[src/rtl/track_segment_arbiter.sv]
// ---------------------------------------------------------------------------
// track_segment_arbiter
//
// Grants a single shared track segment to one of two trains (A or B).
// A request in IDLE selects the route and moves the switch bank first. The
// grant is issued after the switch bank has been held for SETTLE cycles. The
// owner keeps the segment until the exit sensor (CLR) fires. When both trains
// ask at the same time, the train that was not served last wins. The LAST
// pointer resets to A, so B wins the first tie.
//
// Optional feature (macro TRACK_ARB_WATCHDOG_EN):
//   When defined, the shared counter also times the occupancy. If TIMEOUT
//   cycles pass without CLR, the FSM enters a sticky FAULT state, and only
//   RESET leaves it. When undefined, FAULT is tied low and occupancy is
//   unbounded.
//
// Parameters:
//   SETTLE   switch-bank hold cycles before a grant (1 .. 2^CNT_W-1)
//   TIMEOUT  occupancy limit in cycles (watchdog builds only)
//   CNT_W    width of the shared settle/occupancy counter
//
// Ports:
//   Clock      rising-edge clock
//   RESET      synchronous, active-high reset
//   REQ_A      train A waiting at the entry sensor (level)
//   REQ_B      train B waiting at the entry sensor (level)
//   CLR        exit sensor, the granted train has left
//   SW         switch bank: 3'b000 = route A, 3'b011 = route B
//   DA, DB     train drive: 2'b01 = go, 2'b00 = stop
//   GRANT_A/B  segment owned by A / B
//   FAULT      watchdog tripped
//   dbg_state  current FSM state code (for observation only)
//
// All functional outputs are registered. They are decoded from the next
// state, so they change on the same edge as the state register (Moore).
// ---------------------------------------------------------------------------
module track_segment_arbiter #(
    parameter int SETTLE  = 4,
    parameter int TIMEOUT = 200,
    parameter int CNT_W   = 8
) (
    input  logic       Clock,
    input  logic       RESET,
    input  logic       REQ_A,
    input  logic       REQ_B,
    input  logic       CLR,
    output logic [2:0] SW,
    output logic [1:0] DA,
    output logic [1:0] DB,
    output logic       GRANT_A,
    output logic       GRANT_B,
    output logic       FAULT,
    output logic [2:0] dbg_state
);

    typedef enum logic [2:0] {
        ST_IDLE  = 3'd0,
        ST_SET_A = 3'd1,
        ST_OCC_A = 3'd2,
        ST_SET_B = 3'd3,
        ST_OCC_B = 3'd4
`ifdef TRACK_ARB_WATCHDOG_EN
        , ST_FAULT = 3'd5
`endif
    } state_t;

    localparam logic [CNT_W-1:0] CNT_MAX     = '1;
    localparam logic [CNT_W-1:0] SETTLE_LAST = CNT_W'(SETTLE - 1);
`ifdef TRACK_ARB_WATCHDOG_EN
    localparam logic [CNT_W-1:0] TIMEOUT_LAST = CNT_W'(TIMEOUT - 1);
`endif

    // Both limits must be reachable by the counter, or the FSM would never
    // leave SET_x (or never time out).
    if (SETTLE < 1 || SETTLE > (1 << CNT_W) - 1) begin : g_bad_settle
        $error("track_segment_arbiter: SETTLE out of range");
    end
    if (TIMEOUT < 1 || TIMEOUT > (1 << CNT_W) - 1) begin : g_bad_timeout
        $error("track_segment_arbiter: TIMEOUT out of range");
    end

    state_t           state, state_nx;
    logic [CNT_W-1:0] cnt, cnt_nx, cnt_inc;
    logic             last_b, last_b_nx;   // 1: B was served last
    logic [2:0]       sw_nx;
    logic [1:0]       da_nx, db_nx;
    logic             ga_nx, gb_nx;

    assign dbg_state = state;

    // Next-state and counter logic.
    always_comb begin
        state_nx  = state;
        cnt_nx    = cnt;
        last_b_nx = last_b;
        // The counter saturates instead of wrapping.
        cnt_inc   = (cnt == CNT_MAX) ? cnt : cnt + 1'b1;
        case (state)
            ST_IDLE: begin
                cnt_nx = '0;
                if (REQ_A && REQ_B) begin
                    state_nx = last_b ? ST_SET_A : ST_SET_B;
                end else if (REQ_A) begin
                    state_nx = ST_SET_A;
                end else if (REQ_B) begin
                    state_nx = ST_SET_B;
                end
            end
            // CLR and request withdrawal are deliberately not looked at
            // here. Once the switch bank starts moving, the grant completes.
            ST_SET_A, ST_SET_B: begin
                if (cnt == SETTLE_LAST) begin
                    state_nx = (state == ST_SET_A) ? ST_OCC_A : ST_OCC_B;
                    cnt_nx   = '0;
                end else begin
                    cnt_nx = cnt_inc;
                end
            end
            ST_OCC_A, ST_OCC_B: begin
                // CLR wins over a timeout in the same cycle.
                if (CLR) begin
                    state_nx  = ST_IDLE;
                    last_b_nx = (state == ST_OCC_B);
                    cnt_nx    = '0;
                end
`ifdef TRACK_ARB_WATCHDOG_EN
                else if (cnt == TIMEOUT_LAST) begin
                    state_nx = ST_FAULT;
                end else begin
                    cnt_nx = cnt_inc;
                end
`endif
            end
`ifdef TRACK_ARB_WATCHDOG_EN
            ST_FAULT: state_nx = ST_FAULT;
`endif
            default: begin
                state_nx = ST_IDLE;
                cnt_nx   = '0;
            end
        endcase
    end

    // Output decode from the next state. SW holds in IDLE/FAULT.
    always_comb begin
        sw_nx = SW;
        da_nx = 2'b00;
        db_nx = 2'b00;
        ga_nx = 1'b0;
        gb_nx = 1'b0;
        case (state_nx)
            ST_SET_A: sw_nx = 3'b000;
            ST_SET_B: sw_nx = 3'b011;
            ST_OCC_A: begin
                sw_nx = 3'b000;
                da_nx = 2'b01;
                ga_nx = 1'b1;
            end
            ST_OCC_B: begin
                sw_nx = 3'b011;
                db_nx = 2'b01;
                gb_nx = 1'b1;
            end
            default: ;
        endcase
    end

    always_ff @(posedge Clock) begin
        if (RESET) begin
            state   <= ST_IDLE;
            cnt     <= '0;
            last_b  <= 1'b0;
            SW      <= 3'b011;
            DA      <= 2'b00;
            DB      <= 2'b00;
            GRANT_A <= 1'b0;
            GRANT_B <= 1'b0;
        end else begin
            state   <= state_nx;
            cnt     <= cnt_nx;
            last_b  <= last_b_nx;
            SW      <= sw_nx;
            DA      <= da_nx;
            DB      <= db_nx;
            GRANT_A <= ga_nx;
            GRANT_B <= gb_nx;
        end
    end

`ifdef TRACK_ARB_WATCHDOG_EN
    always_ff @(posedge Clock) begin
        if (RESET) begin
            FAULT <= 1'b0;
        end else begin
            FAULT <= (state_nx == ST_FAULT);
        end
    end
`else
    assign FAULT = 1'b0;
`endif

endmodule
[config.mk]
export PLATFORM = sky130hd
export DESIGN_NAME = track_segment_arbiter
export DESIGN_NICKNAME = d
export VERILOG_FILES = /design/src/rtl/track_segment_arbiter.sv
export SDC_FILE = /design/constraint.sdc
export NUM_CORES = 1
export LEC_CHECK = 0
export ABC_AREA = 1
export CAP_MARGIN = 20
export CORE_UTILIZATION = 49
export CTS_CLUSTER_DIAMETER = 60
export DETAILED_ROUTE_END_ITERATION = 8
export PLACE_DENSITY = 0.76
export SYNTH_ARGS = -nofsm -noshare
export SYNTH_HDL_FRONTEND = slang
export SYNTH_SLANG_ARGS = --single-unit
[constraint.sdc]
create_clock -name Clock -period 2.4 [get_ports Clock]
set_clock_uncertainty 0.15 [all_clocks]
set_input_delay 0.48 -clock Clock [delete_from_list [all_inputs] [get_ports Clock]]
set_output_delay 0.48 -clock Clock [all_outputs]
set_load 0.05 [all_outputs]
==> reports/results.tsv <==
metric	value	unit
critPathMaxStageDelay	0.83	ns
htree_levels	1	
firstDrtPassIters	4	
drv_cap	0	
crit_fanout	5	
ys.warnings.count	0	
placed_area	1000	um^2
ys_ff_latch	15	
rsz0062_at_grt	no	
yosys.area.top_type_share	33.6	%
die_width	44.7	um
critPathLaunchType	flop	
hold_class	reg -> reg	
async_reset_ff_share	0	%
leakagePower	0.442	nW
finalPower	0.603	mW
port_buffers	13	
dieArea	2000	um^2
cts_buffer_depth	2	
required	1.77	ns
wl_per_cell	10.5	um
numCtsBuffers	3	
fin_tns_setup	0	ns
final_cells	167	
fin_area	1030	um^2
worstPathArrival	1.51	ns
drive_gt1_share	12.7	%
slew_headroom	66.7	%
clkTransAtPathRegs	0.09	ns
drt_iter0_drc	28	
reg2reg_to	cnt[5]$_SDFFE_PP0P_	
die_h	44.7	um
vdd_drop_max	0.277	mV
root_buffer	clkbuf_4	
cts_tree	built	
antenna_found_initial	0	
nets	149	
gp_congestion	0.871	
fin_ws	0.257	ns
route.detailed.drc	0	
p_per_area	586	nW/um^2
ff2ff_path_depth	8	
synth_common_cells	nor2_1, nand2_1, inv_1	
postRouteAntennaNets	0	
critPathKind	reg -> out	
ys_dominant_reg_cell	dfxtp_1	
worst-path-stages	1	
place_hpwl	1360	um
io_pins	18	
core-area	1730	um^2
area_growth	15.0	%
initial_core_util	51.8	%
rows	15	
clock.fmax	467	MHz
endpoint	dbg_state[1]	
dp_cells	163	
yosysMostFrequentCell	nor2_1	
drv_slew	0	
r2r_setup_slack	0.53	ns
grt_first_pass_wirelength	2840	um
startpoint	dbg_state[1]$_SDFF_PP0_	
overflow	0	
synth.distinct_cells	25	
netlist_area	895	um^2
antennaDiodeCount	0	
seq_area_frac_synth	33.6	%
synthCells	130	
setup_viol	0	
track_usage	19.4	%
crit_slowest_cell	clkdlybuf4s50_1	
crit_path_end_kind	primary output	
vias_per_cell	5.01	
synth-edff-count	0	
crit_chain	clkdlybuf4s50_1	
post-place-ws	0.316	ns
yosys.area.top_type	dfxtp_1	
finalWirelength	1760	um
run_status	finished, final reports clean	
path_delay_family	buffers and inverters	
vias	837	
min_period	2.14	ns
path_buf_inv	1	
insertion_delay	0.28	ns
ctsResizeCount	0	
post_cts_buffers	0	
grt_pass1_vias	722	
critical_path.reg2reg.startpoint	cnt[0]$_SDFFE_PP0P_	
grt_max_degree	13	
hold_viol	0	
finalCritPeriodShare	89.3	%
postCtsHoldBufs	0	
clock-sinks	15	
worst_pin_slew	0.497	ns
syn_avg_cell_area	6.88	um^2
synth_area_leaders	dfxtp_1, nor2_1, nand2_1	
-- registers in the layout, indices dropped and copies added (netlist names) --
| signal | cells |
|---|---|
| dbg_state | 3 |
| SW | 1 |
| cnt | 8 |
| GRANT_B | 1 |
| last_b | 1 |
| DA | 1 |
-- layer usage --
| layer | vias to the layer above | GRT usage (%) | share of wire (%) |
|---|---|---|---|
| met2 | 25 | 34.1 | 48 |
| met1 | 385 | 23.4 | 46 |
| met3 | 2 | 3.60 | 4.5 |
| met5 | - | 0 | 0 |
| met4 | 0 | 7.27 | 0.85 |
| li1 | 425 | - | - |
-- stage by stage --
stage	utilization (%)	hold WS, ns
finish	59.6	0.337
detailed placement	58.0	0.334
floorplan	-	0.294
CTS	59.6	0.347
global route	59.6	0.366
global placement	58.0	0.327
-- cell usage in the layout (no fill, tap or decap), drive strengths merged --
| master | n |
|---|---|
| xnor2 | 1 |
| a21oi | 12 |
| nor2 | 25 |
| or2 | 1 |
| o21ai | 5 |
| or3 | 1 |
| conb | 4 |
| o21bai | 1 |
| ha | 1 |
| buf | 1 |
| dfxtp | 15 |
| nand4 | 3 |
| clkbuf | 4 |
| clkdlybuf4s50 | 13 |
| inv | 16 |
| nand3 | 12 |
| nor3 | 2 |
| a21o | 1 |
| nand2 | 24 |
-- power breakdown --
part / total [mW] / switching, mW / internal [mW] / leakage [nW]
logic: 0.185 / 0.129 / 0.0556 / 0.305
clock network: 0.144 / 0.0797 / 0.0645 / 0.0150
registers: 0.274 / 0.0115 / 0.262 / 0.122
-- worst min path at each step --
stage          slack [ns]                 from                  end  depth (start not counted)
6_report             0.34  last_b$_SDFFE_PP0P_  last_b$_SDFFE_PP0P_                          2
5_1_grt              0.37  last_b$_SDFFE_PP0P_  last_b$_SDFFE_PP0P_                          2
4_1_cts              0.35  last_b$_SDFFE_PP0P_  last_b$_SDFFE_PP0P_                          2
3_5_place_dp         0.33  last_b$_SDFFE_PP0P_  last_b$_SDFFE_PP0P_                          2
3_3_place_gp         0.33  last_b$_SDFFE_PP0P_  last_b$_SDFFE_PP0P_                          2
2_1_floorplan        0.29  last_b$_SDFFE_PP0P_  last_b$_SDFFE_PP0P_                          2
-- area by class of cell --
cell class | instances | area, um^2
Tap cell | 25 | 31.3
Multi-Input combinational cell | 93 | 473
Sequential cell | 15 | 300
Inverter | 16 | 60.1
Timing Repair Buffer | 14 | 138
Clock buffer | 4 | 26.3
Fill cell | 173 | 698
-- logic make-up (layout without fill, tap and decap cells) --
group / Yosys count / after routing / synth area share (%)
simple gates: 68 / 68 / 35.1
buf+inv: 25 / 34 / 14.8
compound gates: 19 / 19 / 13.7
flops: 15 / 15 / 33.6
fa+ha+maj: 1 / 1 / 1.40
other cells: 1 / 4 / 0.419
xor+xnor: 1 / 1 / 0.979
Note: power is estimated with default switching activity, not from simulation.
